`config.mk`:
```
export PLATFORM = sky130hd
export DESIGN_NAME = bi_mem_tp_fifo_flat
export DESIGN_NICKNAME = d
export VERILOG_FILES = /design/src/rtl/bi_mem_tp_fifo_if.sv /design/src/rtl/bi_mem_tp_fifo.sv /design/src/flat_wrapper.sv
export SDC_FILE = /design/constraint.sdc
export NUM_CORES = 1
export LEC_CHECK = 0
export CAP_MARGIN = 25
export CORE_MARGIN = 8
export CORE_UTILIZATION = 49
export CTS_CLUSTER_DIAMETER = 50
export CTS_CLUSTER_SIZE = 8
export DETAILED_ROUTE_END_ITERATION = 8
export GPL_TIMING_DRIVEN = 0
export PLACE_DENSITY_LB_ADDON = 0.12
export RECOVER_POWER = 100
export SLEW_MARGIN = 30
export SYNTH_ARGS = -nofsm -noshare
export SYNTH_HDL_FRONTEND = slang
export SYNTH_SLANG_ARGS = --single-unit
export TNS_END_PERCENT = 1
```
`constraint.sdc`:
```
create_clock -name clk_i -period 12.7 [get_ports clk_i]
set_input_delay 2.54 -clock clk_i [delete_from_list [all_inputs] [get_ports clk_i]]
set_output_delay 2.54 -clock clk_i [all_outputs]
set_load 0.1 [all_outputs]
```
`src/rtl/bi_mem_tp_fifo_if.sv`:
```
// Stream and BiMemTp memory-port bundle for bi_mem_tp_fifo.
// The FIFO binds the slave modport; its environment binds the master modport.
interface bi_mem_tp_fifo_if #(
    parameter int WIDTH  = 16,
    parameter int HEIGHT = 16
);
    localparam int AW = $clog2(HEIGHT);
    localparam int CW = $clog2(HEIGHT + 3);

    logic             inValid_i;
    logic             inReady_o;
    logic [WIDTH-1:0] inData_i;
    logic             outValid_o;
    logic             outReady_i;
    logic [WIDTH-1:0] outData_o;
    logic [CW-1:0]    fillCount_o;
    logic             memReadEnable_o;
    logic [AW-1:0]    memReadAddr_o;
    logic [WIDTH-1:0] memReadData_i;
    logic             memWriteEnable_o;
    logic [AW-1:0]    memWriteAddr_o;
    logic [WIDTH-1:0] memWriteData_o;

    modport slave (
        input  inValid_i, inData_i, outReady_i, memReadData_i,
        output inReady_o, outValid_o, outData_o, fillCount_o,
               memReadEnable_o, memReadAddr_o,
               memWriteEnable_o, memWriteAddr_o, memWriteData_o
    );

    modport master (
        output inValid_i, inData_i, outReady_i, memReadData_i,
        input  inReady_o, outValid_o, outData_o, fillCount_o,
               memReadEnable_o, memReadAddr_o,
               memWriteEnable_o, memWriteAddr_o, memWriteData_o
    );
endinterface

```
`src/rtl/bi_mem_tp_fifo.sv`:
```
// FIFO controller using an external BiMemTp two-port memory as storage,
// with read prefetch into a two-entry head/skid output buffer.
module bi_mem_tp_fifo #(
    parameter int WIDTH  = 16,
    parameter int HEIGHT = 16
) (
    input logic            clk_i,
    input logic            rst_i,
    bi_mem_tp_fifo_if.slave bus
);
    localparam int AW = $clog2(HEIGHT);
    localparam int CW = $clog2(HEIGHT + 3);
    localparam logic [AW-1:0] LAST = AW'(HEIGHT - 1);

    typedef enum logic [1:0] {
        BUF_EMPTY = 2'd0,
        BUF_ONE   = 2'd1,
        BUF_TWO   = 2'd2
    } buf_e;

    buf_e             bufSt_q, bufSt_d;
    logic [AW-1:0]    wrPtr_q, wrPtr_d, rdPtr_q, rdPtr_d;
    logic [CW-1:0]    memCnt_q, memCnt_d, fill_q, fill_d;
    logic             rdPend_q;
    logic [WIDTH-1:0] head_q, head_d, skid_q, skid_d;
    logic             push, pop, issue;
    logic [2:0]       occ;

    assign bus.inReady_o  = (memCnt_q < CW'(HEIGHT)) && !rst_i;
    assign bus.outValid_o = (bufSt_q != BUF_EMPTY) && !rst_i;
    assign push = bus.inValid_i && bus.inReady_o;
    assign pop  = bus.outValid_o && bus.outReady_i;

    // Occupancy the buffer will have once the in-flight read lands and a pop
    // retires; issuing only while it is <= 1 keeps the skid register sufficient.
    assign occ   = {1'b0, bufSt_q} + {2'b00, rdPend_q} - {2'b00, pop};
    assign issue = !rst_i && (memCnt_q != '0) && (occ <= 3'd1);

    assign bus.memWriteEnable_o = push;
    assign bus.memWriteAddr_o   = wrPtr_q;
    assign bus.memWriteData_o   = bus.inData_i;
    assign bus.memReadEnable_o  = issue;
    assign bus.memReadAddr_o    = rdPtr_q;
    assign bus.outData_o        = head_q;
    assign bus.fillCount_o      = fill_q;

    always_comb begin
        wrPtr_d  = wrPtr_q;
        rdPtr_d  = rdPtr_q;
        if (push) wrPtr_d = (wrPtr_q == LAST) ? '0 : wrPtr_q + 1'b1;
        if (issue) rdPtr_d = (rdPtr_q == LAST) ? '0 : rdPtr_q + 1'b1;
        memCnt_d = memCnt_q + CW'(push) - CW'(issue);
        fill_d   = fill_q + CW'(push) - CW'(pop);
    end

    always_comb begin
        bufSt_d = bufSt_q;
        head_d  = head_q;
        skid_d  = skid_q;
        case (bufSt_q)
            BUF_EMPTY: begin
                if (rdPend_q) begin
                    head_d  = bus.memReadData_i;
                    bufSt_d = BUF_ONE;
                end
            end
            BUF_ONE: begin
                if (pop && rdPend_q) begin
                    head_d = bus.memReadData_i;
                end else if (pop) begin
                    bufSt_d = BUF_EMPTY;
                end else if (rdPend_q) begin
                    skid_d  = bus.memReadData_i;
                    bufSt_d = BUF_TWO;
                end
            end
            BUF_TWO: begin
                if (pop) begin
                    head_d = skid_q;
                    if (rdPend_q) skid_d = bus.memReadData_i;
                    else          bufSt_d = BUF_ONE;
                end
            end
            default: bufSt_d = BUF_EMPTY;
        endcase
    end

    always_ff @(posedge clk_i) begin
        if (rst_i) begin
            bufSt_q  <= BUF_EMPTY;
            wrPtr_q  <= '0;
            rdPtr_q  <= '0;
            memCnt_q <= '0;
            fill_q   <= '0;
            rdPend_q <= 1'b0;
            head_q   <= '0;
            skid_q   <= '0;
        end else begin
            bufSt_q  <= bufSt_d;
            wrPtr_q  <= wrPtr_d;
            rdPtr_q  <= rdPtr_d;
            memCnt_q <= memCnt_d;
            fill_q   <= fill_d;
            rdPend_q <= issue;
            head_q   <= head_d;
            skid_q   <= skid_d;
        end
    end
endmodule

```
`src/flat_wrapper.sv`:
```
// flat-port wrapper written by rule: the top's interface ports become plain ports
module bi_mem_tp_fifo_flat 
#(
    parameter int WIDTH  = 16,
    parameter int HEIGHT = 16
)
  (clk_i, rst_i, bus_inValid_i, bus_inData_i, bus_outReady_i, bus_memReadData_i, bus_inReady_o, bus_outValid_o, bus_outData_o, bus_fillCount_o, bus_memReadEnable_o, bus_memReadAddr_o, bus_memWriteEnable_o, bus_memWriteAddr_o, bus_memWriteData_o);
  bi_mem_tp_fifo_if #(.WIDTH(WIDTH), .HEIGHT(HEIGHT)) bus_i ();
  input logic clk_i;
  input logic rst_i;
  input wire logic [$bits(bus_i.inValid_i)-1:0] bus_inValid_i;
  input wire logic [$bits(bus_i.inData_i)-1:0] bus_inData_i;
  input wire logic [$bits(bus_i.outReady_i)-1:0] bus_outReady_i;
  input wire logic [$bits(bus_i.memReadData_i)-1:0] bus_memReadData_i;
  output wire logic [$bits(bus_i.inReady_o)-1:0] bus_inReady_o;
  output wire logic [$bits(bus_i.outValid_o)-1:0] bus_outValid_o;
  output wire logic [$bits(bus_i.outData_o)-1:0] bus_outData_o;
  output wire logic [$bits(bus_i.fillCount_o)-1:0] bus_fillCount_o;
  output wire logic [$bits(bus_i.memReadEnable_o)-1:0] bus_memReadEnable_o;
  output wire logic [$bits(bus_i.memReadAddr_o)-1:0] bus_memReadAddr_o;
  output wire logic [$bits(bus_i.memWriteEnable_o)-1:0] bus_memWriteEnable_o;
  output wire logic [$bits(bus_i.memWriteAddr_o)-1:0] bus_memWriteAddr_o;
  output wire logic [$bits(bus_i.memWriteData_o)-1:0] bus_memWriteData_o;
  assign bus_i.inValid_i = bus_inValid_i;
  assign bus_i.inData_i = bus_inData_i;
  assign bus_i.outReady_i = bus_outReady_i;
  assign bus_i.memReadData_i = bus_memReadData_i;
  assign bus_inReady_o = bus_i.inReady_o;
  assign bus_outValid_o = bus_i.outValid_o;
  assign bus_outData_o = bus_i.outData_o;
  assign bus_fillCount_o = bus_i.fillCount_o;
  assign bus_memReadEnable_o = bus_i.memReadEnable_o;
  assign bus_memReadAddr_o = bus_i.memReadAddr_o;
  assign bus_memWriteEnable_o = bus_i.memWriteEnable_o;
  assign bus_memWriteAddr_o = bus_i.memWriteAddr_o;
  assign bus_memWriteData_o = bus_i.memWriteData_o;
  bi_mem_tp_fifo #(.WIDTH(WIDTH), .HEIGHT(HEIGHT)) u_core (.clk_i(clk_i), .rst_i(rst_i), .bus(bus_i));
endmodule
```
==> flow_summary_export.csv <==
group,metric,value,unit
logic_synthesis,synth.distinct_cells,40,
detailed_routing,first_pass_iters,4,
critical_path,cp-end-kind,"output pin",
sta,rsz0062_at_grt,"no",
floorplan,io_pins,85,
power,switchingPower,0.476,mW
power,power_frac_comb,62.4,%
sta,setup_tns,0,ps
logic_synthesis,ys_ff_latch,53,
global_routing,grt_pass1_wl,10.8,mm
detailed_routing,wl_met3,447,µm
detailed_routing,wl_per_cell,14.7,µm
logic_synthesis,syn_area,2960,µm²
place,io_buffers,68,
logic_synthesis,synth_largest_area_cell,"dfxtp_1",
detailed_routing,drt_wl_total,6.63,mm
clocking,clkTransAtPathRegs,90,ps
clocking,clkSinkCount,53,
floorplan,die-area,8780,µm²
floorplan,row_count,28,
global_routing,grt_overflow,0,
detailed_routing,via_per_inst,5.07,
logic_synthesis,syn_area_per_cell,9.86,µm²
clocking,clock_path_buffers,2,
global_routing,grt_max_degree,15,
layout,antennaDiodeCount,0,
sta,period_minus_slack,9820,ps
detailed_routing,drt-met1-wl,3.01,mm
critical_path,worstPathRequired,10160,ps
sta,worst_pin_slew,1010,ps
layout,n_fill_cell,564,
critical_path,max_stage_delay,1230,ps
sta,final.setup_skew,4.37,ps
sta,maxSlewViolCount,0,
floorplan,core_area,5890,µm²
job,drv_cap,0,
global_routing,antenna_found_initial,0,
logic_synthesis,seq_area_frac_synth,35.9,%
logic_synthesis,synth_cells,300,
logic_synthesis,synth.net_count,354,
power,vdd_drop_max,0.132,mV
power,p_int,0.407,mW
logic_synthesis,synth_edf_count,0,
sta,setup_viol,0,
detailed_routing,drcViolationCount,0,
layout,drive_above_1_share,10.1,%
place,place_area,3730,µm²
logic_synthesis,yosysTopAreaCellShare,35.9,%
min_path,worstHoldPathType,"reg2reg",
clocking,cts_tree,"yes",
clocking,htreeDepth,2,
critical_path,arrival,7280,ps
power,pwr-share-clk,10.5,%
clocking,numCtsBuffers,5,
detailed_routing,drtAntennaViolNets,0,
critical_path,setup.worst_path.class,"in2out",
clocking,clockRootBuffer,"clkbuf_8",
logic_synthesis,yosysWarnings,0,
detailed_routing,met2_length,3.11,mm
logic_synthesis,synth-async-reset-ratio,0,%
sta,hold_violations,0,
power,p_leak,1.63,nW
logic_synthesis,ys.flop_type,"dfxtp_1",
critical_path,path_max_fanout,10,
detailed_routing,routed.top_layer,"met4",
sta,fmax,0.102,GHz
clocking,cts_resized,0,
place,gp_congestion,0.774,
place,dp_hpwl,4.98,mm
floorplan,die_h,93.7,µm
clocking,holdBufCountCts,0,
power,power_density,238,nW/µm²
global_routing,grt_util_all_layers,14.8,%
layout,nets,429,
sta,min_period_over_period,77.4,%
critical_path,cp_slowest_cell,"dlygate4sd3_1",
detailed_routing,vias,2285,
power,swShare,53.9,%
layout,synthToLayoutAreaGrowth,25.5,%
power,p_seq_share,27.1,%
global_routing,grt_pass1_vias,2338,
critical_path,cp_cell_sequence,"dlygate4sd3_1 > clkbuf_1 > clkbuf_1 > nor2_1 > and2_0 > ha_1 > inv_1 > ha_1 > inv_1 > fa_1 > xnor2_1 > nand3_1 > nor2_1 > dlygate4sd3_1",
critical_path,startpoint_type,"primary input",
outcome,status,"completed",
clocking,post-cts-setup-buffers,0,
logic_synthesis,synthTopCellsByArea,"dfxtp_1, mux2i_1, nand2b_1, a211oi_2, ha_1",
sta,slew-limit-headroom,32.7,%
clocking,clk_latency,300,ps
detailed_routing,drt_iter0_markers,71,
floorplan,die_w,93.7,µm
floorplan,start_util,50.3,%
layout,fin_area,3710,µm²
-- cell families (layout without fill, tap and decap cells) --
| kind of cell | Yosys count | in the layout | synth area share, % |
|---|---|---|---|
| mux | 33 | 33 | 11.2 |
| buf+inv | 50 | 126 | 10.5 |
| compound gates | 43 | 43 | 13.0 |
| flops | 53 | 53 | 35.9 |
| fa+ha+maj | 18 | 18 | 8.38 |
| xor+xnor | 7 | 7 | 2.33 |
| simple gates | 96 | 96 | 18.7 |
-- registers in the layout, indices dropped and copies added (netlist names) --
name / count
u_core.bufSt_q: 2
u_core.bus.outData_o: 16
u_core.bus.memReadAddr_o: 4
u_core.bus.fillCount_o: 5
u_core.rdPend_q: 1
u_core.bus.memWriteAddr_o: 4
u_core.skid_q: 16
u_core.memCnt_q: 5
-- final cells by class --
| type | count | area (µm²) | area share, % |
|---|---|---|---|
| multi-input cells | 197 | 1500 | 40.3 |
| flip-flops and latches | 53 | 1060 | 28.6 |
| repair buffers | 68 | 681 | 18.3 |
| plain buffers | 31 | 230 | 6.20 |
| well taps | 75 | 93.8 | 2.53 |
| clock buffers | 8 | 80.1 | 2.16 |
| inverters | 19 | 72.6 | 1.95 |
-- Yosys cell counts, types with 2 or more instances --
cell,number
a211oi_2,16
a21o_1,2
a21oi_1,13
a311o_1,2
buf_4,18
buf_6,5
clkbuf_1,6
dfxtp_1,53
fa_1,3
ha_1,15
inv_1,18
mux2i_1,33
nand2_1,6
nand2_4,2
nand2b_1,33
nor2_1,31
nor2b_1,7
nor3_1,2
nor3b_1,4
o21ai_0,5
or3_1,3
xnor2_1,2
xor2_1,4
-- power by group through the flow --
stage | logic, mW | registers, mW | clock network (mW)
floorplan | 0.263 | 0.448 | 0
global placement | 0.580 | 0.243 | 0
detailed placement | 0.588 | 0.244 | 0
CTS | 0.590 | 0.241 | 0.0954
global route | 0.581 | 0.245 | 0.104
finish | 0.551 | 0.240 | 0.0928
-- worst max-delay path: cells and delay by family --
family	cells	cell delay (ps)
buf+inv	6	2860
simple gates	4	880
fa+ha+maj	3	850
xor+xnor	1	150
-- metrics by stage --
step | power, mW | setup WS (ps) | util (%) | hold WS, ps | instances
finish | 0.883 | 2880 | 63.1 | 481 | 451
detailed placement | 0.832 | 3530 | 63.4 | 466 | 443
floorplan | 0.711 | 3190 | - | 448 | 300
global placement | 0.823 | 3540 | 63.4 | 457 | 443
global route | 0.930 | 2630 | 63.1 | 489 | 451
CTS | 0.926 | 3500 | 64.8 | 479 | 451
-- path summary, 6_finish.rpt --
kind	from	endpoint	slack [ps]	cells after the start
worst max-delay path	rst_i	bus_memReadEnable_o	2880	14
worst min-delay path	u_core.skid_q[12]	u_core.skid_q[12]	480	2
worst max register to register	u_core.bufSt_q[1]	u_core.memCnt_q[4]	8650	20
worst min register to register	u_core.skid_q[12]	u_core.skid_q[12]	480	2
-- per-layer routing --
layer / vias up / GRT usage [%]
li1: 1143 / -
met4: 0 / 3.17
met1: 1080 / 18.0
met3: 6 / 4.24
met2: 56 / 25.4
met5: - / 0
-- cells in the final DEF (no fill, tap or decap), drive strengths merged, types with 4 or more instances in the layout --
master and instances:
clkdlybuf4s50 18, xor2 4, nor2b 7, dlygate4sd3 50, nor3b 4, o21ai 5
nand2b 33, clkbuf 16, inv 18, a211oi 16, buf 23, nand2 8
ha 15, dfxtp 53, nor2 32, mux2i 33, a21oi 13
(Power assumes the default switching activity.)
